[src/rtl/pipe_mon_pkg.sv]
// -----------------------------------------------------------------------------
// pipe_mon_pkg
// Shared definitions for the pipeline event monitor:
//   - event channel indices as wired from the hazard unit
//   - trace record field offsets ({stamp, event bits}, event bits at the LSBs)
//   - drop counter width and its saturation value
//   - FIFO operation encoding used by the trace FIFO
// -----------------------------------------------------------------------------
package pipe_mon_pkg;

  // Channel indices of the hazard unit strobes
  localparam int EVT_STALL  = 0;
  localparam int EVT_BRANCH = 1;
  localparam int EVT_FWD    = 2;
  localparam int EVT_FLUSH  = 3;

  // Trace record layout: event bits occupy the low bits, stamp sits above them
  localparam int REC_EVT_LSB = 0;

  // Drop counter width and the value it sticks at
  localparam int                 DROP_W   = 16;
  localparam logic [DROP_W-1:0]  DROP_MAX = 16'hFFFF;

  // Per-cycle FIFO operation, encoded as {pop, push}
  typedef enum logic [1:0] {
    FIFO_HOLD = 2'b00,
    FIFO_PUSH = 2'b01,
    FIFO_POP  = 2'b10,
    FIFO_BOTH = 2'b11
  } fifo_op_e;

  // Bit offset of the cycle stamp inside a record for a given channel count
  function automatic int rec_stamp_lsb(input int num_evt);
    return REC_EVT_LSB + num_evt;
  endfunction

endpackage

[src/rtl/pipe_mon_fifo.sv]
// -----------------------------------------------------------------------------
// pipe_mon_fifo
// First-word-fall-through FIFO holding trace records.
// Pointers carry one extra wrap bit so full and empty are distinguishable
// without a separate counter; the occupancy is kept in its own register so
// the level output comes straight from a flop.
// Ports:
//   clk    in   clock
//   rstn   in   synchronous active-low reset
//   clr    in   synchronous clear (empties the FIFO)
//   push   in   write request; accepted when not full or when a pop frees a slot
//   pop    in   read request; ignored while empty
//   wdata  in   record to write
//   rdata  out  head record (valid while empty=0)
//   empty  out  no records stored
//   full   out  DEPTH records stored
//   level  out  occupancy, 0..DEPTH
// -----------------------------------------------------------------------------
module pipe_mon_fifo
  import pipe_mon_pkg::*;
#(
  parameter int WIDTH = 36,
  parameter int DEPTH = 16
) (
  input  logic                     clk,
  input  logic                     rstn,
  input  logic                     clr,
  input  logic                     push,
  input  logic                     pop,
  input  logic [WIDTH-1:0]         wdata,
  output logic [WIDTH-1:0]         rdata,
  output logic                     empty,
  output logic                     full,
  output logic [$clog2(DEPTH):0]   level
);

  localparam int         AW      = $clog2(DEPTH);
  localparam logic [AW:0] PTR_ONE = {{AW{1'b0}}, 1'b1};

  logic [WIDTH-1:0] r_mem [DEPTH];
  logic [AW:0]      r_wptr;
  logic [AW:0]      r_rptr;
  logic [AW:0]      r_level;

  logic             w_pop;
  logic             w_push;
  fifo_op_e         w_op;

  assign empty = (r_wptr == r_rptr);
  // Same slot index but different wrap bit means the writer is a full lap ahead
  assign full  = (r_wptr[AW] != r_rptr[AW]) && (r_wptr[AW-1:0] == r_rptr[AW-1:0]);

  // A pop from an empty FIFO is meaningless; a push into a full FIFO only
  // proceeds when the same-cycle pop frees the head slot.
  assign w_pop  = pop & ~empty;
  assign w_push = push & (~full | w_pop);
  assign w_op   = fifo_op_e'({w_pop, w_push});

  assign rdata = r_mem[r_rptr[AW-1:0]];
  assign level = r_level;

  // Pointer and occupancy update
  always_ff @(posedge clk) begin
    if (!rstn || clr) begin
      r_wptr  <= '0;
      r_rptr  <= '0;
      r_level <= '0;
    end else begin
      case (w_op)
        FIFO_PUSH: begin
          r_wptr  <= r_wptr + PTR_ONE;
          r_level <= r_level + PTR_ONE;
        end
        FIFO_POP: begin
          r_rptr  <= r_rptr + PTR_ONE;
          r_level <= r_level - PTR_ONE;
        end
        FIFO_BOTH: begin
          r_wptr  <= r_wptr + PTR_ONE;
          r_rptr  <= r_rptr + PTR_ONE;
        end
        default: begin
          r_wptr  <= r_wptr;
          r_rptr  <= r_rptr;
          r_level <= r_level;
        end
      endcase
    end
  end

  // Record storage; contents need no reset because empty masks stale entries
  always_ff @(posedge clk) begin
    if (rstn && !clr && w_push) begin
      r_mem[r_wptr[AW-1:0]] <= wdata;
    end
  end

endmodule

[src/rtl/pipe_event_monitor.sv]
// -----------------------------------------------------------------------------
// pipe_event_monitor
// Taps the hazard unit strobes of the 5-stage core. Keeps one counter per
// event channel plus a free-running cycle counter, and logs cycle-stamped
// records of masked events into a trace FIFO drained over valid/ready.
// Ports:
//   clk        in   clock
//   rstn       in   synchronous active-low reset
//   en         in   enable; low freezes counters and suppresses trace pushes
//   clr        in   synchronous clear of all state (same effect as reset)
//   evt        in   one-cycle event strobes, bit i = channel i
//   trc_mask   in   channels eligible for tracing (counting ignores it)
//   cnt_sel    in   counter readback select
//   cnt_data   out  selected counter, 0 when cnt_sel is out of range
//   cycle      out  cycle counter
//   trc_valid  out  trace FIFO not empty
//   trc_ready  in   consumer takes the head record
//   trc_data   out  head record {stamp, masked event bits}
//   trc_level  out  FIFO occupancy
//   drop_cnt   out  records lost to a full FIFO, saturating
//   overflow   out  sticky, set on the first drop
// -----------------------------------------------------------------------------
module pipe_event_monitor
  import pipe_mon_pkg::*;
#(
  parameter int NUM_EVT    = 4,
  parameter int CNT_W      = 32,
  parameter int CYC_W      = 32,
  parameter int FIFO_DEPTH = 16,
  parameter int SATURATE   = 0
) (
  input  logic                          clk,
  input  logic                          rstn,
  input  logic                          en,
  input  logic                          clr,
  input  logic [NUM_EVT-1:0]            evt,
  input  logic [NUM_EVT-1:0]            trc_mask,
  input  logic [3:0]                    cnt_sel,
  output logic [CNT_W-1:0]              cnt_data,
  output logic [CYC_W-1:0]              cycle,
  output logic                          trc_valid,
  input  logic                          trc_ready,
  output logic [CYC_W+NUM_EVT-1:0]      trc_data,
  output logic [$clog2(FIFO_DEPTH):0]   trc_level,
  output logic [DROP_W-1:0]             drop_cnt,
  output logic                          overflow
);

  localparam int               REC_W     = CYC_W + NUM_EVT;
  localparam int               STAMP_LSB = rec_stamp_lsb(NUM_EVT);
  localparam logic [CNT_W-1:0] CNT_ONE   = {{(CNT_W-1){1'b0}}, 1'b1};
  localparam logic [CNT_W-1:0] CNT_MAX   = {CNT_W{1'b1}};
  localparam logic [CYC_W-1:0] CYC_ONE   = {{(CYC_W-1){1'b0}}, 1'b1};

  logic [CNT_W-1:0]   r_cnt [NUM_EVT];
  logic [CYC_W-1:0]   r_cycle;
  logic [DROP_W-1:0]  r_drop;
  logic               r_overflow;

  logic [NUM_EVT-1:0] w_trc_bits;
  logic               w_push_req;
  logic               w_pop;
  logic               w_drop;
  logic               w_empty;
  logic               w_full;
  logic [REC_W-1:0]   w_rec;

  // Only masked channels go into the trace; all strobes of one cycle share a record
  assign w_trc_bits = evt & trc_mask;
  assign w_push_req = en & (|w_trc_bits);
  assign w_pop      = trc_valid & trc_ready;
  // A push into a full FIFO is lost unless a pop in the same cycle makes room
  assign w_drop     = w_push_req & w_full & ~w_pop;

  // Record assembly: stamp is the cycle count before this edge's increment
  always_comb begin
    w_rec = '0;
    w_rec[REC_EVT_LSB +: NUM_EVT] = w_trc_bits;
    w_rec[STAMP_LSB +: CYC_W]     = r_cycle;
  end

  // Per-channel event counters; SATURATE selects stick-at-max versus wrap
  always_ff @(posedge clk) begin
    if (!rstn || clr) begin
      for (int i = 0; i < NUM_EVT; i++) begin
        r_cnt[i] <= '0;
      end
    end else if (en) begin
      for (int i = 0; i < NUM_EVT; i++) begin
        if (!evt[i]) begin
          r_cnt[i] <= r_cnt[i];
        end else if ((SATURATE != 0) && (r_cnt[i] == CNT_MAX)) begin
          r_cnt[i] <= r_cnt[i];
        end else begin
          r_cnt[i] <= r_cnt[i] + CNT_ONE;
        end
      end
    end else begin
      for (int i = 0; i < NUM_EVT; i++) begin
        r_cnt[i] <= r_cnt[i];
      end
    end
  end

  // Free-running cycle counter; always wraps
  always_ff @(posedge clk) begin
    if (!rstn || clr) begin
      r_cycle <= '0;
    end else if (en) begin
      r_cycle <= r_cycle + CYC_ONE;
    end else begin
      r_cycle <= r_cycle;
    end
  end

  // Drop counter and sticky overflow flag
  always_ff @(posedge clk) begin
    if (!rstn || clr) begin
      r_drop     <= '0;
      r_overflow <= 1'b0;
    end else if (w_drop) begin
      r_drop     <= (r_drop == DROP_MAX) ? r_drop : (r_drop + 16'd1);
      r_overflow <= 1'b1;
    end else begin
      r_drop     <= r_drop;
      r_overflow <= r_overflow;
    end
  end

  // Counter readback mux; unselected or out-of-range selects read as zero
  always_comb begin
    cnt_data = '0;
    for (int i = 0; i < NUM_EVT; i++) begin
      if (cnt_sel == 4'(i)) begin
        cnt_data = r_cnt[i];
      end else begin
        cnt_data = cnt_data;
      end
    end
  end

  pipe_mon_fifo #(
    .WIDTH (REC_W),
    .DEPTH (FIFO_DEPTH)
  ) u_fifo (
    .clk   (clk),
    .rstn  (rstn),
    .clr   (clr),
    .push  (w_push_req),
    .pop   (trc_ready),
    .wdata (w_rec),
    .rdata (trc_data),
    .empty (w_empty),
    .full  (w_full),
    .level (trc_level)
  );

  assign trc_valid = ~w_empty;
  assign cycle     = r_cycle;
  assign drop_cnt  = r_drop;
  assign overflow  = r_overflow;

endmodule

[config.mk]
export PLATFORM = sky130hd
export DESIGN_NAME = pipe_event_monitor
export DESIGN_NICKNAME = d
export VERILOG_FILES = /design/src/rtl/pipe_mon_pkg.sv /design/src/rtl/pipe_mon_fifo.sv /design/src/rtl/pipe_event_monitor.sv
export SDC_FILE = /design/constraint.sdc
export NUM_CORES = 1
export LEC_CHECK = 0
export BUFFER_PORTS_ARGS = -buffer_cell sky130_fd_sc_hd__buf_4
export CELL_PAD_IN_SITES_DETAIL_PLACEMENT = 1
export CELL_PAD_IN_SITES_GLOBAL_PLACEMENT = 2
export CORE_UTILIZATION = 40
export CTS_CLUSTER_DIAMETER = 80
export DETAILED_ROUTE_END_ITERATION = 12
export GPL_TIMING_DRIVEN = 0
export PLACE_DENSITY = 0.7
export SYNTH_ARGS = -nofsm -noshare
export SYNTH_HDL_FRONTEND = slang
export SYNTH_SLANG_ARGS = --single-unit
[constraint.sdc]
create_clock -name clk -period 4.37 [get_ports clk]
set_clock_uncertainty 0.05 [all_clocks]
set_input_delay 0.874 -clock clk [delete_from_list [all_inputs] [get_ports clk]]
set_output_delay 0.874 -clock clk [all_outputs]
set_load 0.005 [all_outputs]
==> impl_results.md <==
- Core area: slightly above 80000 sq um
- Most used flip-flop cell after synthesis: edfxtp_1
- DP Wirelength: ~60000 um
- Slew Limit Fails: 0
- WL/cell: 26.41 um
- Die width: 289.1 um
- Fillers: slightly below 8000
- Vias: 19020
- Clock tree buffer depth: 3
- Worst path arrival time: 3.27 ns
- Number of setup buffers added after CTS: 0
- Rows: 104
- Cell Area, Synth: around 33000 sq um
- Design area: 39090 sq um
- Share of post-route cells with drive strength above 1: 25.29%
- Post-synth ARST share: 0%
- Setup violators final: 0
- Crit Path Max Fanout: 10
- Drt first pass iters: 5
- Final hold violations: 0
- Synthesized area per cell: between 15 and 20 sq um
- Min cycle time layout: 4.190 ns
- Synthesized netlist cell count: about 2000
- WP data required: 3.45 ns
- Initial antenna violation count: 0
- Hold Path Class: register to register
- Status: complete, no violations
- Drt via density: 5.631
- RSZ-0062 raised after global routing: false
- Flop and latch count out of synthesis: 772
- Worst setup SP type: register
- Final WS setup: 0.1803 ns
- CTS Buf Count: 84
- Total GRT Usage: a little over a fifth
- Most frequent cells in the layout: edfxtp_1 (704), mux4_2 (180), buf_4 (170)
- Worst setup EP type: output pin
- Final period util: between 90% and 100%
- Htree depth: 3
- Fmax: between 0.2 and 0.25 GHz
- # clock sinks: 772
- Clock Latency Late Sink: 0.64 ns
- Footprint of the multi-input gates: 9869 sq um
- Clock root buffer: clkbuf_16
- Antenna Nets Post-Route: 0
- Unique masters post-synth: 61
- Hold slack: 0.4529 ns
- Hold Buf Count CTS: 0
- Post-DP Area: 36220 sq um
- Worst slew pin tran: ~1.1 ns
- Die area: 83580 sq um
- Sequential Area: 22500 sq um
- Final WL: 89190 um
- First-pass GRT wire length: 133500 um
- Vias in the first global route: 20490
- Final GP Congestion: 0.8382
- Number of top-level pins: 140
- Clock transition at path regs: approximately 0.060 ns
- Total power: 15830 uW
- DP Worst Slack: -0.1508 ns
- Max VDD drop: 0.0002581 V
- Post-layout nets: ~2300
- Die height: 289.1 um
- Synth-to-Final Area Change: 18.55%
- Slew HR: 23.87%
- Starting DRT DRC Count: ~1300
- Max_cap viols: 0
- CTS tree: yes
- Remaining Overflow, GRT: 0
- Setup CP Type: register to output pin
- Net Count, Synth: 2028
- Lkg Pwr: 0.01263 uW
- Post-route DRC: 0
- Initial Util: 40.67%
- Number of I/O port buffers: 136
- Sequential area share after synthesis: 68.25%
- Pin count of the biggest net entering global routing: 33
- Post-synth EDFFs: 704
- Yosys warning count: 0
- Power per cell area: between 400 and 500 nW/um^2
- Commonest non-fill, non-tap cell in the layout: edfxtp_1
- Ant. Diodes: 0
==> through the flow <==
stage | instances | utilization [%] | setup TNS (ns)
3_5_place_dp | 3223 | 44.68 | -2.897
4_1_cts | 3377 | 48.17 | -0.4263
6_report | 3377 | 48.21 | 0
3_3_place_gp | 3192 | 43.59 | -1183.10
5_1_grt | 3377 | 48.21 | 0
2_1_floorplan | 1996 | - | 0
==> synthesized netlist by cell type, types with 5 or more instances <==
cell	instances	area share, %
and4_1	16	0.43
nor2_1	176	2.0
nand2_1	83	0.94
nor4_1	13	0.25
o211ai_1	13	0.30
dfxtp_1	68	4.1
buf_1	14	0.16
nand3_1	67	1.0
inv_1	20	0.23
nand2b_1	5	0.095
ha_1	14	0.53
o21ai_0	52	0.79
buf_6	6	0.20
or3_1	24	0.46
clkbuf_1	62	0.71
buf_2	13	0.20
edfxtp_1	704	64
and3_1	26	0.49
a221oi_1	8	0.21
buf_4	34	0.77
o31ai_1	8	0.18
a21oi_1	46	0.70
nor3_1	25	0.38
nand4_1	37	0.70
a22oi_1	24	0.55
mux4_2	180	12
or4_1	15	0.34
xnor2_1	70	1.9
mux2i_1	35	1.1
xor2_1	69	1.8
and2_1	15	0.28
==> layer usage <==
| layer | wire (um) | global-route usage (%) | vias up |
|---|---|---|---|
| met5 | 0 | 0 | - |
| met4 | 2667 | 6.895 | 0 |
| met3 | 4772 | 4.220 | 153 |
| met2 | 43980 | 36.14 | 485 |
| met1 | 37770 | 28.89 | 9990 |
| li1 | - | - | 8389 |
==> what timing repair did <==
item | CTS | global route
pin swaps | 0 | 0
resized for setup | 11 | 21
setup endpoints to repair | 36 | 38
==> cell families after synthesis <==
group | synth area share (%)
AO/OA/AOI/OAI | 3.248
XOR/XNOR | 3.692
adder cells (fa/ha/maj) | 0.5920
buffers and inverters | 2.269
flip-flops | 68.25
multiplexers | 13.43
AND/OR/NAND/NOR | 8.523
==> critical path, stage by stage, from the launching register on <==
cell and delay (ns):
dfxtp_1 0.69, clkbuf_2 0.41, clkbuf_2 0.42, mux4_2 0.37, mux4_2 0.56, buf_4 0.17
==> report_power, final <==
part / internal [uW] / switching, uW / leakage [uW]
clock: 4250 / 3010 / 0.00138
combinational: 147 / 245 / 0.00394
sequential: 8060 / 114 / 0.00732
==> path summary, 6_finish.rpt <==
| path | from | to | slack [ns] | depth (start not counted) |
|---|---|---|---|---|
| hold reg to reg | overflow$_SDFFE_PN0P_ | overflow$_SDFFE_PN0P_ | 0.45 | 2 |
| setup / recovery | register | trc_data[13] | 0.18 | 5 |
| setup reg to reg | u_fifo.r_wptr[3]$_SDFFE_PN0P_ | u_fifo.r_mem[0][27]$_DFFE_PP_ | 0.68 | 9 |
| hold / removal | overflow$_SDFFE_PN0P_ | overflow$_SDFFE_PN0P_ | 0.45 | 2 |
==> flip-flops by register name, indices dropped and copies added, names as in the netlist, named ones only <==
name and count:
u_fifo.r_rptr 5, u_fifo.r_wptr 5, overflow 1, u_fifo.r_mem 576
cycle 32, drop_cnt 16, u_fifo.level 5, r_cnt 128
==> cell type report <==
type | instances | area share [%]
buffer | 128 | 1.838
multi-input combinational | 1075 | 25.25
clock buffer | 111 | 5.954
sequential | 772 | 57.57
tap | 1060 | 3.393
inverter | 20 | 0.1921
timing repair buffer | 167 | 4.559
clock inverter | 44 | 1.242
Power figures use the tool's default switching activity.
